### config.mk
export PLATFORM = sky130hd
export DESIGN_NAME = alu_operand_stager_flat
export DESIGN_NICKNAME = d
export VERILOG_FILES = /design/src/rtl/alu_operand_stager_pkg.sv /design/src/rtl/alu_operand_stager_if.sv /design/src/rtl/alu_operand_stager.sv /design/src/flat_wrapper.sv
export SDC_FILE = /design/constraint.sdc
export NUM_CORES = 1
export LEC_CHECK = 0
export CELL_PAD_IN_SITES_DETAIL_PLACEMENT = 0
export CELL_PAD_IN_SITES_GLOBAL_PLACEMENT = 1
export CORE_ASPECT_RATIO = 1.75
export CORE_MARGIN = 2
export CORE_UTILIZATION = 30
export DETAILED_ROUTE_END_ITERATION = 6
export PLACE_DENSITY = 0.71
export SLEW_MARGIN = 10
export SYNTH_ARGS = -nofsm -noshare
export SYNTH_HDL_FRONTEND = slang
export SYNTH_SLANG_ARGS = --single-unit
### constraint.sdc
create_clock -name clk -period 1.75 [get_ports clk]
set_input_delay 0.2625 -clock clk [delete_from_list [all_inputs] [get_ports clk]]
set_output_delay 0.2625 -clock clk [all_outputs]
set_load 0.01 [all_outputs]
### src/rtl/alu_operand_stager_pkg.sv
// Shared types for the operand stager: state encoding and operand width.
package alu_operand_stager_pkg;

  localparam int ALU_WIDTH = 4;

  typedef enum logic [1:0] {
    IDLE    = 2'd0,
    GOT_A   = 2'd1,
    PRESENT = 2'd2
  } state_e;

  function automatic logic handshake(input logic valid, input logic ready);
    return valid & ready;
  endfunction

endpackage

### src/rtl/alu_operand_stager_if.sv
// Narrow operand input stream plus the assembled A/B pair toward the logic unit.
interface alu_operand_stager_if
  import alu_operand_stager_pkg::*;
#(
  parameter int WIDTH = ALU_WIDTH
);
  logic [WIDTH-1:0] in_data;
  logic             in_valid;
  logic             in_ready;
  logic [WIDTH-1:0] opA;
  logic [WIDTH-1:0] opB;
  logic             op_valid;
  logic             op_ready;

  modport master (
    output in_data, in_valid, op_ready,
    input  in_ready, opA, opB, op_valid
  );

  modport slave (
    input  in_data, in_valid, op_ready,
    output in_ready, opA, opB, op_valid
  );
endinterface

### src/rtl/alu_operand_stager.sv
// Collects A then B from a single narrow bus and presents them as one pair,
// holding the pair under backpressure and counting consumed pairs.
module alu_operand_stager
  import alu_operand_stager_pkg::*;
#(
  parameter int WIDTH = ALU_WIDTH,
  parameter int CNT_W = 8
) (
  input  logic                 clk,
  input  logic                 rst,
  input  logic                 flush,
  alu_operand_stager_if.slave  bus,
  output logic [CNT_W-1:0]     pair_count
);

  state_e            state_q, state_d;
  logic [WIDTH-1:0]  opa_q, opb_q;
  logic [CNT_W-1:0]  count_q;
  logic              in_ready_c;
  logic              load_a, load_b, consume;

  always_comb begin
    state_d    = state_q;
    in_ready_c = 1'b0;
    load_a     = 1'b0;
    load_b     = 1'b0;
    consume    = 1'b0;
    case (state_q)
      IDLE: begin
        in_ready_c = 1'b1;
        if (bus.in_valid) begin
          load_a  = 1'b1;
          state_d = GOT_A;
        end
      end
      GOT_A: begin
        in_ready_c = 1'b1;
        if (bus.in_valid) begin
          load_b  = 1'b1;
          state_d = PRESENT;
        end
      end
      PRESENT: begin
        // A new A word may enter in the same cycle the held pair leaves.
        in_ready_c = bus.op_ready;
        if (bus.op_ready) begin
          consume = 1'b1;
          if (bus.in_valid) begin
            load_a  = 1'b1;
            state_d = GOT_A;
          end else begin
            state_d = IDLE;
          end
        end
      end
      default: state_d = IDLE;
    endcase
    // Flush overrides everything: nothing accepted, nothing counted.
    if (flush) begin
      in_ready_c = 1'b0;
      load_a     = 1'b0;
      load_b     = 1'b0;
      consume    = 1'b0;
      state_d    = IDLE;
    end
  end

  always_ff @(posedge clk or posedge rst) begin
    if (rst) state_q <= IDLE;
    else     state_q <= state_d;
  end

  always_ff @(posedge clk or posedge rst) begin
    if (rst) begin
      opa_q <= '0;
      opb_q <= '0;
    end else begin
      if (load_a) opa_q <= bus.in_data;
      if (load_b) opb_q <= bus.in_data;
    end
  end

  always_ff @(posedge clk or posedge rst) begin
    if (rst)          count_q <= '0;
    else if (consume) count_q <= count_q + CNT_W'(1);
  end

  assign bus.in_ready = in_ready_c;
  assign bus.opA      = opa_q;
  assign bus.opB      = opb_q;
  assign bus.op_valid = (state_q == PRESENT);
  assign pair_count   = count_q;

  logic unused_hs;
  assign unused_hs = handshake(1'b0, 1'b0);

endmodule

### src/flat_wrapper.sv
// flat-port wrapper written by rule: the top's interface ports become plain ports
module alu_operand_stager_flat import alu_operand_stager_pkg::*;
#(
  parameter int WIDTH = ALU_WIDTH,
  parameter int CNT_W = 8
)
  (clk, rst, flush, pair_count, bus_in_data, bus_in_valid, bus_op_ready, bus_in_ready, bus_opA, bus_opB, bus_op_valid);
  alu_operand_stager_if #(.WIDTH(WIDTH)) bus_i ();
  input  logic clk;
  input  logic rst;
  input  logic flush;
  output logic [CNT_W-1:0] pair_count;
  input wire logic [$bits(bus_i.in_data)-1:0] bus_in_data;
  input wire logic [$bits(bus_i.in_valid)-1:0] bus_in_valid;
  input wire logic [$bits(bus_i.op_ready)-1:0] bus_op_ready;
  output wire logic [$bits(bus_i.in_ready)-1:0] bus_in_ready;
  output wire logic [$bits(bus_i.opA)-1:0] bus_opA;
  output wire logic [$bits(bus_i.opB)-1:0] bus_opB;
  output wire logic [$bits(bus_i.op_valid)-1:0] bus_op_valid;
  assign bus_i.in_data = bus_in_data;
  assign bus_i.in_valid = bus_in_valid;
  assign bus_i.op_ready = bus_op_ready;
  assign bus_in_ready = bus_i.in_ready;
  assign bus_opA = bus_i.opA;
  assign bus_opB = bus_i.opB;
  assign bus_op_valid = bus_i.op_valid;
  alu_operand_stager #(.WIDTH(WIDTH), .CNT_W(CNT_W)) u_core (.clk(clk), .rst(rst), .flush(flush), .bus(bus_i), .pair_count(pair_count));
endmodule
Yosys cells after proc, flatten, opt, wreduce, memory -nomap -nowiden

Cells that the tools add are included.

Bits in registers: 18
Input bits: 9
Output and inout bits: 18
Word-level logic and storage cells: 30

$add $sub $neg: 1
Eq/ne operators: 5
Muxes and demuxes: 17
Reductions and logical operators: 3

Operators with widths:

| kind                  | number |
|---|---|
| $mux W1               | 10 |
| $ne A3 B3 Y1 const B  | 3 |
| $add A8 B1 Y8 const B | 1 |
| $mux W2               | 4 |
| $pmux W2 S3           | 1 |
| $pmux W1 S2           | 2 |
| $reduce_and A3 Y1     | 1 |
| $eq A2 B1 Y1 const B  | 1 |
| $eq A2 B2 Y1 const B  | 1 |
| $logic_not A2 Y1      | 1 |
| $reduce_or A2 Y1      | 1 |

Longest topological paths before layout

Word-level depth: 4
Depth in mapped cells: 4
Gate-level depth less buffers: 3

Least setup slack after synthesis

No wires, ideal clock.

Path kind: reg2reg
From: reg u_core.state_q[0]
To: reg u_core.opb_q[0] (netlist: u_core.bus.opB[0])
Library setup time: 0.125 ns
Arrival: 1.160 ns
Data required time: 1.625 ns
Setup slack: 0.465 ns
Stages on the path, launching flop included: 4
Buffers on the path: 0
Period minus slack after synthesis: 1.285 ns
Path through: dfrtp_1 > nor2b_1 > nor3b_4 > mux2_2

Longest elaborated chain between the ends: 3

RTL lines:

| element                | RTL line                 | text |
|---|---|---|
| start, declared        | alu_operand_stager.sv:16 | `state_e state_q, state_d;` |
| start signal, assigned | alu_operand_stager.sv:70 | `else state_q <= state_d;` |
| $eq A2 B1 Y1           | alu_operand_stager.sv:28 | `case (state_q)` |
| $mux W1                | alu_operand_stager.sv:28 |  |
| $mux W1                | alu_operand_stager.sv:59 | `if (flush) begin` |
| end signal, assigned   | alu_operand_stager.sv:79 | `if (load_b) opb_q <= bus.in_data;` |
| end, declared          | alu_operand_stager.sv:17 | `logic [WIDTH-1:0] opa_q, opb_q;` |

Every way passes these cells.
A chain may end at the register's enable or synchronous reset.

Worst setup path in the final report

From: in bus_op_ready
To: out bus_in_ready

Longest elaborated chain between the ends: 2

RTL lines:

| element         | RTL line                 | text |
|---|---|---|
| start, declared | flat_wrapper.sv:15       | `input wire logic [$bits(bus_i.op_ready)-1:0] bus_op_ready;` |
| $pmux W1 S2     | alu_operand_stager.sv:28 |  |
| $mux W1         | alu_operand_stager.sv:59 |  |
| end, declared   | flat_wrapper.sv:16       | `output wire logic [$bits(bus_i.in_ready)-1:0] bus_in_ready;` |

Every way passes these cells.

==> results by group <==
Final layout
  • Storage cell area: 450 um^2
  • Antenna Cells: 0
  • Share of post-route cells with drive strength above 1: 22.6%
  • Most frequent cells in the layout: 24 x clkdlybuf4s50_1, 18 x dfrtp_1, 9 x mux2_2
  • Layout area overhead: 44.6%
  • FILL cells: 255
  • Post-route non-filler standard cell count: 119
  • Multi-input logic area: 329 um^2
  • Most common cell after layout, fill and taps aside: clkdlybuf4s50_1
  • Post-Layout Inst Area: 1160 um^2
  • Final layout net count: 105

STA
  • Final min period: 1.65 ns
  • Setup ws final: 0.100 ns
  • Slew margin rel.: 82.4%
  • Tcrit/Tclk final: 94.3%
  • RSZ-0062 raised after global routing: no
  • # setup viols final: 0
  • Final Hold Fails: 0
  • Max frequency: 606 MHz
  • Max Slew Vio Count: 0
  • Worst-Margin Slew: 0.264 ns
  • Final Skew: 0.00423 ns

Place
  • Pre-CTS setup slack: -0.172 ns
  • Gp weighted congestion: 0.778
  • Placed cells: 116
  • Placed inst area: 1120 um^2
  • Detail Placement HPWL: 1.18 mm
  • Count of buffers from port buffering: 26

Routing
  • Drt via density: 4.91
  • DR iter-0 viols: 3
  • Total Routed Length: 1.57 mm
  • Drt pass-1 iters: 2
  • Drt wl/cell: 13.2 um
  • DR vias: 584
  • Residual DRC: 0
  • Detail Route Antenna Nets: 0

Power and ir drop
  • Pleak: 0.510 nW
  • VDD IR-drop max: 0.558 mV
  • Pwr dens: 1040 nW/um^2

Critical path
  • Req. time, crit path: 1.49 ns
  • Critical-path maximum fanout: 2
  • Setup crit end kind: output port
  • Highest cell delay on the worst timing path: 0.47 ns
  • Crit path cell chain: clkdlybuf4s50_1 -> or2b_1 -> a21oi_1 -> dlygate4sd2_1
  • CP startpoint kind: input port
  • CP max-delay cell: clkdlybuf4s50_1
  • Crit Path Category: in -> out
  • Crit path DAT: 1.39 ns

Yosys
  • Register area share after synthesis: 56.2%
  • Top cell type's share of synthesized area: 56.2%
  • Syn Area/Cell: 13.4 um^2
  • Area contributors post-synth: dfrtp_1 56%, mux2_2 13%, xnor2_1 7.6%, nor3b_4 2.3%, nand3_1 1.9%
  • FF+latch count, synth: 18
  • Cell Area, Synth: 802 um^2
  • Net Count, Synth: 70
  • Synth unique cells: 23
  • Ys Warns: 0
  • Synth Instances: 60
  • Leading area contributor after synthesis: dfrtp_1

Clocking
  • Clock Path Buffers: 2
  • Clk slew on worst S/H paths: 0.06 ns
  • Worst-skew pair later-pin latency: 0.26 ns
  • H-tree Lvls: 1
  • Setup repair bufs after CTS: 0
  • CTS Sinks: 18
  • TritonCTS Buffers: 3
  • Root Driver: clkbuf_8
  • CTS tree: done

Floorplanning
  • Placement row count: 24
  • Starting Density: 31.8%
  • I/O pin count: 27
  • Die Footprint: 3120 um^2
  • Die Y: 72.4 um
  • Placeable Area: 2520 um^2
  • Die W: 43.1 um

GRT
  • Vias in the first global route: 577
  • Pin count of the biggest net entering global routing: 19
  • GRT met3 Usage: 3.73%
  • Tot GR Track Use: 12.0%
  • Met2 Use GR: 18.1%
  • First-pass GRT wire length: 2.71 mm
  • Met1 usage: 13.8%
  • GRT overflow: 0
  • Initial antenna violation count: 0
  • GR peak layer: met2

Min path
  • Hold crit path type: in -> async

Run
  • Maxcap violations: 0

Run status
  • Run status: finished, final reports clean
-- state kept, by name, summed over array words and instances (netlist names) --
signal	count
u_core.bus.opA	4
u_core.bus.opB	4
u_core.pair_count	8
u_core.state_q	2
-- metal layers --
metal	share of wire [%]	wire length, um	vias to the layer above
li1	-	-	276
met1	41	650	290
met2	51	796	14
met3	4.0	63	4
met4	3.7	58	0
met5	0	0	-
-- cell usage after synthesis --
cell type,count
a2111o_1,1
a21oi_1,1
a22oi_1,1
and2_1,1
and3_1,1
and4_1,1
and4bb_2,1
buf_6,1
dfrtp_1,18
ha_1,1
inv_1,2
inv_2,1
mux2_2,9
nand2_1,1
nand3_1,3
nand4_1,2
nor2_1,2
nor2b_1,2
nor3b_4,1
o22a_2,1
or2b_1,1
xnor2_1,7
xor2_1,1
-- worst max-delay path: cells and delay by family --
kind | cells | cell delay, ns
buffers and inverters | 2 | 0.74
AO/OA/AOI/OAI | 1 | 0.13
AND/OR/NAND/NOR | 1 | 0.24
-- path summary, 6_finish.rpt --
kind / start / to / slack (ns) / depth (start not counted)
setup / recovery: bus_op_ready / bus_in_ready / 0.10 / 4
hold / removal: rst / u_core.pair_count[2] / 0.32 / 3
setup reg to reg: u_core.state_q[0] / u_core.bus.opB[1] / 0.30 / 4
hold reg to reg: u_core.pair_count[7] / u_core.pair_count[7] / 0.47 / 1
max in group asynchronous: rst / u_core.bus.opB[1] / 1.23 / 3
min in group clk: u_core.pair_count[7] / u_core.pair_count[7] / 0.47 / 1
-- area by class of cell --
| class | instances | share of cell area (%) |
|---|---|---|
| clock buffers | 3 | 3.56 |
| inverters | 3 | 0.971 |
| multi-input cells | 38 | 28.4 |
| flip-flops and latches | 18 | 38.8 |
| well taps | 26 | 2.80 |
| repair buffers | 31 | 25.5 |
-- logic make-up after synthesis --
kind of cell | count (synthesis) | share of synthesized area [%]
buffers and inverters | 4 | 2.81
AOI/OAI and AO/OA | 4 | 4.21
adders and majority gates | 1 | 1.56
xor gates and xnor gates | 8 | 8.74
muxes | 9 | 12.6
DFF | 18 | 56.2
and+or+nand+nor | 16 | 13.9
-- where the power goes --
part	total (mW)	switching [mW]	internal (mW)
sequential	0.553	0.0557	0.498
clock	0.286	0.133	0.153
combinational	0.370	0.134	0.236
total	1.21	0.322	0.887
-- metrics by stage --
| stage | hold WS (ns) | setup TNS [ns] | util (%) | total power, mW |
|---|---|---|---|---|
| after floorplan | 0.201 | 0 | - | 0.714 |
| after global placement | 0.463 | -0.340 | 44.4 | 0.930 |
| after detailed placement | 0.475 | -0.350 | 44.4 | 0.940 |
| after CTS | 0.335 | 0 | 46.0 | 1.23 |
| after global routing | 0.373 | 0 | 46.0 | 1.28 |
| final | 0.323 | 0 | 46.0 | 1.21 |
-- repair_timing --
action / CTS / global route
endpoints found under the setup margin: 2 / 0
hold buffers: 0 / 0
resized for setup: 2 / 0
No activity file was read; power rests on OpenSTA's default activity.
